<file path="src/rtl/req_encoder4_2.sv">
// Round-robin request encoder: sticky pending set of one-hot request events,
// served one index at a time on a valid/ready channel.
module req_encoder4_2 #(
  parameter int N = 4,
  parameter int W = 2
) (
  input  logic         clk,
  input  logic         reset,
  input  logic         en,
  input  logic [N-1:0] req,
  output logic [W-1:0] out_code,
  output logic         out_valid,
  input  logic         out_ready,
  output logic [N-1:0] pending,
  output logic         overrun
);

  // First set bit of c, scanning upward from p with wrap modulo N.
  function automatic logic [W-1:0] rr_pick(input logic [N-1:0] c, input logic [W-1:0] p);
    logic [W-1:0] pick;
    logic [W-1:0] j;
    logic         found;
    int           jj;
    pick  = '0;
    found = 1'b0;
    for (int k = 0; k < N; k++) begin
      jj = (int'(p) + k) % N;
      j  = W'(jj);
      if (!found && c[j]) begin
        pick  = j;
        found = 1'b1;
      end
    end
    return pick;
  endfunction

  logic [W-1:0] ptr_p1;
  logic [N-1:0] ereq_p0;
  logic [N-1:0] cand_p0;
  logic [N-1:0] selmask_p0;
  logic [W-1:0] sel_p0;
  logic         load_p0;

  // Stage p0: candidate set includes this cycle's events so a lone request bypasses pending.
  always_comb begin
    ereq_p0    = req & {N{en}};
    cand_p0    = pending | ereq_p0;
    load_p0    = (!out_valid || out_ready) && (cand_p0 != '0);
    sel_p0     = rr_pick(cand_p0, ptr_p1);
    selmask_p0 = load_p0 ? (N'(1) << sel_p0) : '0;
  end

  // Stage p1: registered offer, pending set and round-robin pointer.
  always_ff @(posedge clk) begin
    if (!reset) begin
      pending   <= '0;
      out_valid <= 1'b0;
      out_code  <= '0;
      ptr_p1    <= '0;
      overrun   <= 1'b0;
    end else begin
      pending <= cand_p0 & ~selmask_p0;
      overrun <= |(ereq_p0 & pending & ~selmask_p0);
      if (load_p0) begin
        out_code  <= sel_p0;
        out_valid <= 1'b1;
        ptr_p1    <= (sel_p0 == W'(N - 1)) ? '0 : sel_p0 + W'(1);
      end else if (out_valid && out_ready) begin
        out_valid <= 1'b0;
      end
    end
  end

endmodule

</file>
<file path="config.mk">
export PLATFORM = sky130hd
export DESIGN_NAME = req_encoder4_2
export DESIGN_NICKNAME = d
export VERILOG_FILES = /design/src/rtl/req_encoder4_2.sv
export SDC_FILE = /design/constraint.sdc
export NUM_CORES = 1
export LEC_CHECK = 0
export CORE_MARGIN = 3
export CORE_UTILIZATION = 23
export CTS_BUF_LIST = sky130_fd_sc_hd__clkbuf_8
export CTS_CLUSTER_DIAMETER = 150
export DETAILED_ROUTE_END_ITERATION = 8
export GPL_TIMING_DRIVEN = 0
export HOLD_SLACK_MARGIN = 0.06
export PLACE_DENSITY = 0.41
export SETUP_SLACK_MARGIN = 0.3
export SLEW_MARGIN = 30
export SYNTH_ARGS = -nofsm -noshare
export SYNTH_HDL_FRONTEND = slang
export SYNTH_SLANG_ARGS = --single-unit
</file>
<file path="constraint.sdc">
create_clock -name clk -period 2.3 [get_ports clk]
set_clock_uncertainty 0.15 [all_clocks]
set_input_delay 0.46 -clock clk [delete_from_list [all_inputs] [get_ports clk]]
set_output_delay 0.46 -clock clk [all_outputs]
set_load 0.01 [all_outputs]
</file>
# After elaboration in Yosys (flattened, before gate mapping)
# Index checks and enable logic that the tools add are counted.
[word_totals]
out_inout_bits = 8
in_bits = 8
word_cells = 53
ff_bits = 10
[classes]
reduce_logical = 13
magnitude_cmp = 4
add_sub_neg = 4
n_bitwise = 6
eq_ne = 1
shifts = 1
n_mux = 19
[op_table]
columns = ["cell", "count"]
rows = [
  ["AND 4 bit", 4],
  ["< comparator 2 x 3 -> 1 bit, second input constant", 4],
  ["two-way mux 2 bit", 5],
  ["two-way mux 1 bit", 9],
  ["binary-select mux 1 bit (select 2 bit)", 4],
  ["logical AND 1 bit", 5],
  ["adder 2 x 1 -> 2 bit, second input constant", 2],
  ["adder 2 bit, second input constant", 2],
  ["zero test 1 bit", 4],
  ["two-way mux 4 bit", 1],
  ["NOT 4 bit", 1],
  ["OR 4 bit", 1],
  ["nonzero test 4 bit", 1],
  ["OR reduction 4 bit", 1],
  ["left shift 1 x 2 -> 4 bit, first input constant", 1],
  ["== test 2 bit, second input constant", 1],
  ["nonzero test 2 bit", 1],
  ["logical OR 1 bit", 1],
]

# Longest topological paths before layout
# Gate-level depths: netlist of run 1.
[logic_depth]
word_depth = 19
depth_mapped = 8
depth_no_buf = 7

# Worst setup path before layout of run 1
# Ideal clock, no wire load.
[synth_timing]
path_type = "input to register"
from = "input port en"
to = "register overrun"
setup_time_ns = 0.125
path_slack_ns = 0.129
required_ns = 2.025
n_path_buf = 1
stages = 8
t_arrival_ns = 1.896
path_cell_list = "buf_6 -> a21o_1 -> a211oi_1 -> o32ai_2 -> inv_1 -> ha_1 -> a21oi_1 -> o41a_1"
[synth_via]
elab_chain_len = 19
word_cells_on_any_way = 31
classes_between = "shift (1); mux (16); bitwise (5); reduce/logical (9)"
[synth_lines]
columns = ["item", "line", "text"]
rows = [
  ["start, declared", "9", "input logic en,"],
  ["AND 4 bit (*)", "46", "ereq_p0 = req & {N{en}};"],
  ["OR 4 bit (*)", "47", "cand_p0 = pending | ereq_p0;"],
  ["binary-select mux 1 bit (select 2 bit)", "29", "if (!found && c[j]) begin"],
  ["two-way mux 1 bit (implied by the code)", "29", ""],
  ["two-way mux 1 bit", "29", ""],
  ["zero test 1 bit", "29", ""],
  ["logical AND 1 bit", "29", ""],
  ["two-way mux 1 bit", "29", ""],
  ["[... 4 more ...]", "-", ""],
  ["logical AND 1 bit", "29", ""],
  ["two-way mux 2 bit (*)", "29", ""],
  ["via sel_p0[1]", "41", "logic [W-1:0] sel_p0;"],
  ["left shift 1 x 2 -> 4 bit (*)", "50", "selmask_p0 = load_p0 ? (N'(1) << sel_p0) : '0;"],
  ["two-way mux 4 bit (*)", "50", ""],
  ["NOT 4 bit (*)", "63", "overrun <= |(ereq_p0 & pending & ~selmask_p0);"],
  ["AND 4 bit (*)", "63", ""],
  ["OR reduction 4 bit (*)", "63", ""],
  ["end signal, assigned", "63", ""],
  ["end, declared", "15", "output logic overrun"],
]
# Mark *: on every way through the listed nets, which the timed path passes. The rest lies on a longest branch. The select of a mux whose other input is x is not followed.
# A chain may end at the register's enable or synchronous reset.

# Final worst setup path of run 1
# Ends and elaborated chain as after synthesis.

==> results.md, run 1 <==
- The routed wire length is 1.87 mm.
- The area fraction of the dominant cell type after synthesis is 32.1%.
- Power spread over the standard cell area amounts to 802 nW/um^2.
- Data on the critical path is required at its endpoint by 2.26 ns.
- Routability-driven placement finished with a final weighted congestion of 0.648.
- The worst hold path passes through 2 cells.
- The clock drives 10 sinks.
- The most common cell in the synthesized netlist is sky130_fd_sc_hd__dfxtp_1.
- At the pin with the least slew margin, the transition time is 0.471 ns.
- After filler insertion, the fill cell instance count of the layout stands at 255.
- The number of detailed-route iterations in the first pass is 3.
- The run finished with clean final reports.
- The worst endpoint data arrival time is 1.99 ns.
- After synthesis, the cell types taking the most area are sky130_fd_sc_hd__dfxtp_1 32%, sky130_fd_sc_hd__ha_1 8.0%, sky130_fd_sc_hd__a21oi_1 7.2%, sky130_fd_sc_hd__nand2_1 5.4%, sky130_fd_sc_hd__a21o_1 4.8%.
- By count the netlist is led by 10 x sky130_fd_sc_hd__dfxtp_1, 9 x sky130_fd_sc_hd__a21oi_1, 9 x sky130_fd_sc_hd__nand2_1.
- For the worst-skew pair, the clock arrives at the later sink with an insertion delay of 0.23 ns.
- The launch point of the worst reg-to-reg path is pending[0]$_SDFF_PN0_.
- Of all nets on the critical path, the largest fanout is 5.
- The area of the die is 3380 um^2.
- The count of antenna-violating nets left after detailed routing is 0.
- The commonest register cell after synthesis is sky130_fd_sc_hd__dfxtp_1.
- The hold path startpoint is out_code[1]$_SDFFE_PN0N_.
- The internal power of the cells totals 0.000574 W.
- The endpoint identified for the worst register-to-register timing path is overrun$_SDFF_PN0_.
- The tree is rooted in a sky130_fd_sc_hd__clkbuf_8.
- The die extent in x is 58.1 um.
- TritonCTS built the clock tree.
- The total of buffers placed on input and output ports is 14.
- The total chip power is 0.000878 W.
- Once the floorplan was initialized, standard cells occupied 24.8% of the core.
- Setup repair after global routing could not meet its margin everywhere.
- The number of hold-repair buffers added at the cts stage is 0.
- The shortest period the worst path allows is 2.03 ns.
- The maximum count of clock buffers along a single path is 2.
- For this run, the total global-route usage over all layers was measured as 11.5%.
- Dividing the final minimum period by the clock period gives 88.3%.
- sky130_fd_sc_hd__dfxtp_1 takes more of the synthesized area than any other cell.
- The routed layout has 645 vias.
- The proportion of power drawn by flip-flops and latches is 27.8%.
- The number of warnings issued by yosys is 0.
- The worst-case IR drop observed on VDD is 0.000353 V.
- The destination of the worst hold path is out_code[1]$_SDFFE_PN0N_.
- The worst setup path category is in -> reg.
- The DRC marker count from the first detailed-route iteration is 11.
- In this run the static leakage power is 0.451 nW.
- The number of hold-slack violations in the final timing report is 0.
- Measured along the y axis, the die boundary spans 58.1 um.
- The share of the core filled with cells in the final layout is 43.4%.
- The clock-pin transition on the worst setup and hold timing paths is 0.04 ns.
- The remaining routing DRC violations is 0.
- The worst reg2reg path depth is 8.
- The proportion of layout cells with a drive suffix above 1 is 48.5%.
- CTS built an H-tree with a depth of 1.
- In this run the power spent charging and discharging nets is 0.000305 W.
- The number of global-route vias before repair was 669.
- The total placed cells including tap cells is 112.
- The share of total power in the clock network is 20.3%.
- The tool flagged a number of max-cap violations equal to 0.
- Combinational logic burns 51.9% of the power.
- The mean instance size in the synthesized netlist is 9.18 um^2.
- The post-synth net total is 80.
- The first-pass GRT wire length is 2.91 mm.
- After routing, the total negative slack on setup checks comes to 0 ns.
- The startpoint type of the worst setup path is an input pin.
- In this run, synthesis produced a sequential element count of 10.
- The highest attainable clock frequency is 493 MHz.
- The sum of overflow across all layers after global routing is 0.
- For this run, the register share of the synthesized area comes to 32.1%.
- The cell count after synthesis is 68.
- The max-slew violation total from the final report is 0.
- The net count of the finished layout is 115.
- Entering global routing, the biggest net connects 11 pins.
- In this run switching power makes up 34.7% of total power.
- After detailed routing, the number of vias per cell comes to 4.92.
- The tightest min-delay check is of the reg -> reg type.
- In this run the tightest slew margin relative to its limit is 68.6%.
- The half-perimeter wire length after placement is 1.12 mm.
- The core region is 2520 um^2.
- The post-synthesis instance area is 624 um^2.
- The TritonCTS buffer count is 3.
- The initial antenna violation count is 0.
- The count of unique library cells instantiated by Yosys is 24.
- Setup violations remaining at the end of the flow were counted as 0.
- Across all register-to-register paths, the minimum setup slack is 0.29 ns.
- Row generation in the floorplan step produced 18 rows.
- Relative to the synthesized area, the layout overhead comes to 75.4%.
- In the final routed layout, each cell accounts on average for 14.2 um.
- The share of flip-flops with an asynchronous set or reset after synthesis is 0%.
- The boundary pin count is 16.
- The critical path endpoint category is a flop.
- The register area is 208 um^2.
- The antenna cell count is 0.
- The area occupied by multi-input gates is 464 um^2.
- The count of flip-flops with a built-in enable after synthesis is 0.
- The finished layout holds 131 standard cells, fillers aside.
-- cell type report --
type                       count  share of cell area, %
timing repair buffer          30                   25.9
tap                           30                   3.43
clock buffer                   3                   3.77
buffer                         3                   3.20
sequential                    10                   19.0
multi-input combinational     49                   42.4
inverter                       6                   2.29
-- how the worst max path moves through the flow --
stage                         end    from  slack, ns
2_1_floorplan  overrun$_SDFF_PN0_      en       0.22
3_3_place_gp   overrun$_SDFF_PN0_  req[2]      -0.46
3_5_place_dp   overrun$_SDFF_PN0_  req[2]      -0.45
4_1_cts        overrun$_SDFF_PN0_  req[0]       0.30
5_1_grt        overrun$_SDFF_PN0_      en       0.22
6_report       overrun$_SDFF_PN0_      en       0.27
-- state kept, by name (all words and copies together), names as in the netlist --
register / count
ptr_p1: 2
overrun: 1
out_code: 2
out_valid: 1
pending: 4
-- metrics by stage --
step	worst slack, ns	hold WS (ns)	area [um^2]
2_1_floorplan	0.216	0.340	643
3_3_place_gp	-0.462	0.309	821
3_5_place_dp	-0.450	0.307	821
4_1_cts	0.299	0.322	980
5_1_grt	0.222	0.346	1090
6_report	0.270	0.320	1090
-- routing by layer --
layer	up-vias	track usage, %	routed length [um]
li1	318	-	-
met4	0	4.97	34
met3	4	3.34	102
met5	-	0	0
met2	14	19.5	923
met1	309	13.3	804
-- critical path, cell delays in order --
cell,delay [ns]
sky130_fd_sc_hd__buf_12,0.11
sky130_fd_sc_hd__a21o_4,0.23
sky130_fd_sc_hd__a211oi_2,0.22
sky130_fd_sc_hd__o32ai_2,0.12
sky130_fd_sc_hd__buf_4,0.18
sky130_fd_sc_hd__inv_4,0.07
sky130_fd_sc_hd__ha_4,0.13
sky130_fd_sc_hd__a21oi_2,0.05
sky130_fd_sc_hd__o41a_1,0.42
-- cells by family after synthesis --
logic type                 after synthesis  share of synthesized area (%)
AOI/OAI and AO/OA                       27                           37.3
and+or+nand+nor                         18                           14.8
buffers and inverters                    9                           7.81
DFF                                     10                           32.1
adders and majority gates                4                           8.02
-- repair_timing --
item	CTS	global route
hold endpoints to repair	0	0
pin swaps	12	8
gates resized for setup	35	12
endpoints found under the setup margin	7	1
gates cloned	0	1
buffers inserted	10	5
-- layout by cell type, fill, tap and decap left out, drive strengths merged --
cell	count
a41o	1
nor2	3
a211oi	2
o221ai	2
o41a	1
a21oi	11
inv	6
o41ai	1
dfxtp	10
nand2	9
clkdlybuf4s50	10
nor2b	1
buf	21
o22ai	2
o32ai	1
ha	4
o211a	1
o21a	1
a21o	4
clkbuf	5
nand3	4
nor4	1
-- power groups by stage --
| stage | sequential (W) | combinational [W] | clock, W |
|---|---|---|---|
| after CTS | 0.000241 | 0.000376 | 0.000180 |
| after global routing | 0.000249 | 0.000499 | 0.000187 |
| after global placement | 0.000242 | 0.000275 | 0 |
| after detailed placement | 0.000243 | 0.000275 | 0 |
| after floorplan | 0.000246 | 0.000176 | 0 |
| final | 0.000244 | 0.000455 | 0.000178 |
Power figures use the tool's default switching activity.
==> inputs of run 2 (changes only) <==
--- a/config.mk
+++ b/config.mk
@@ -8,7 +8,7 @@
 export CORE_MARGIN = 3
 export CORE_UTILIZATION = 23
 export CTS_BUF_LIST = sky130_fd_sc_hd__clkbuf_8
-export CTS_CLUSTER_DIAMETER = 150
+export CTS_CLUSTER_DIAMETER = 200
 export DETAILED_ROUTE_END_ITERATION = 8
 export GPL_TIMING_DRIVEN = 0
 export HOLD_SLACK_MARGIN = 0.06
==> results of run 2 <==
Final layout, timing and power as in run 1 (identical DEF).
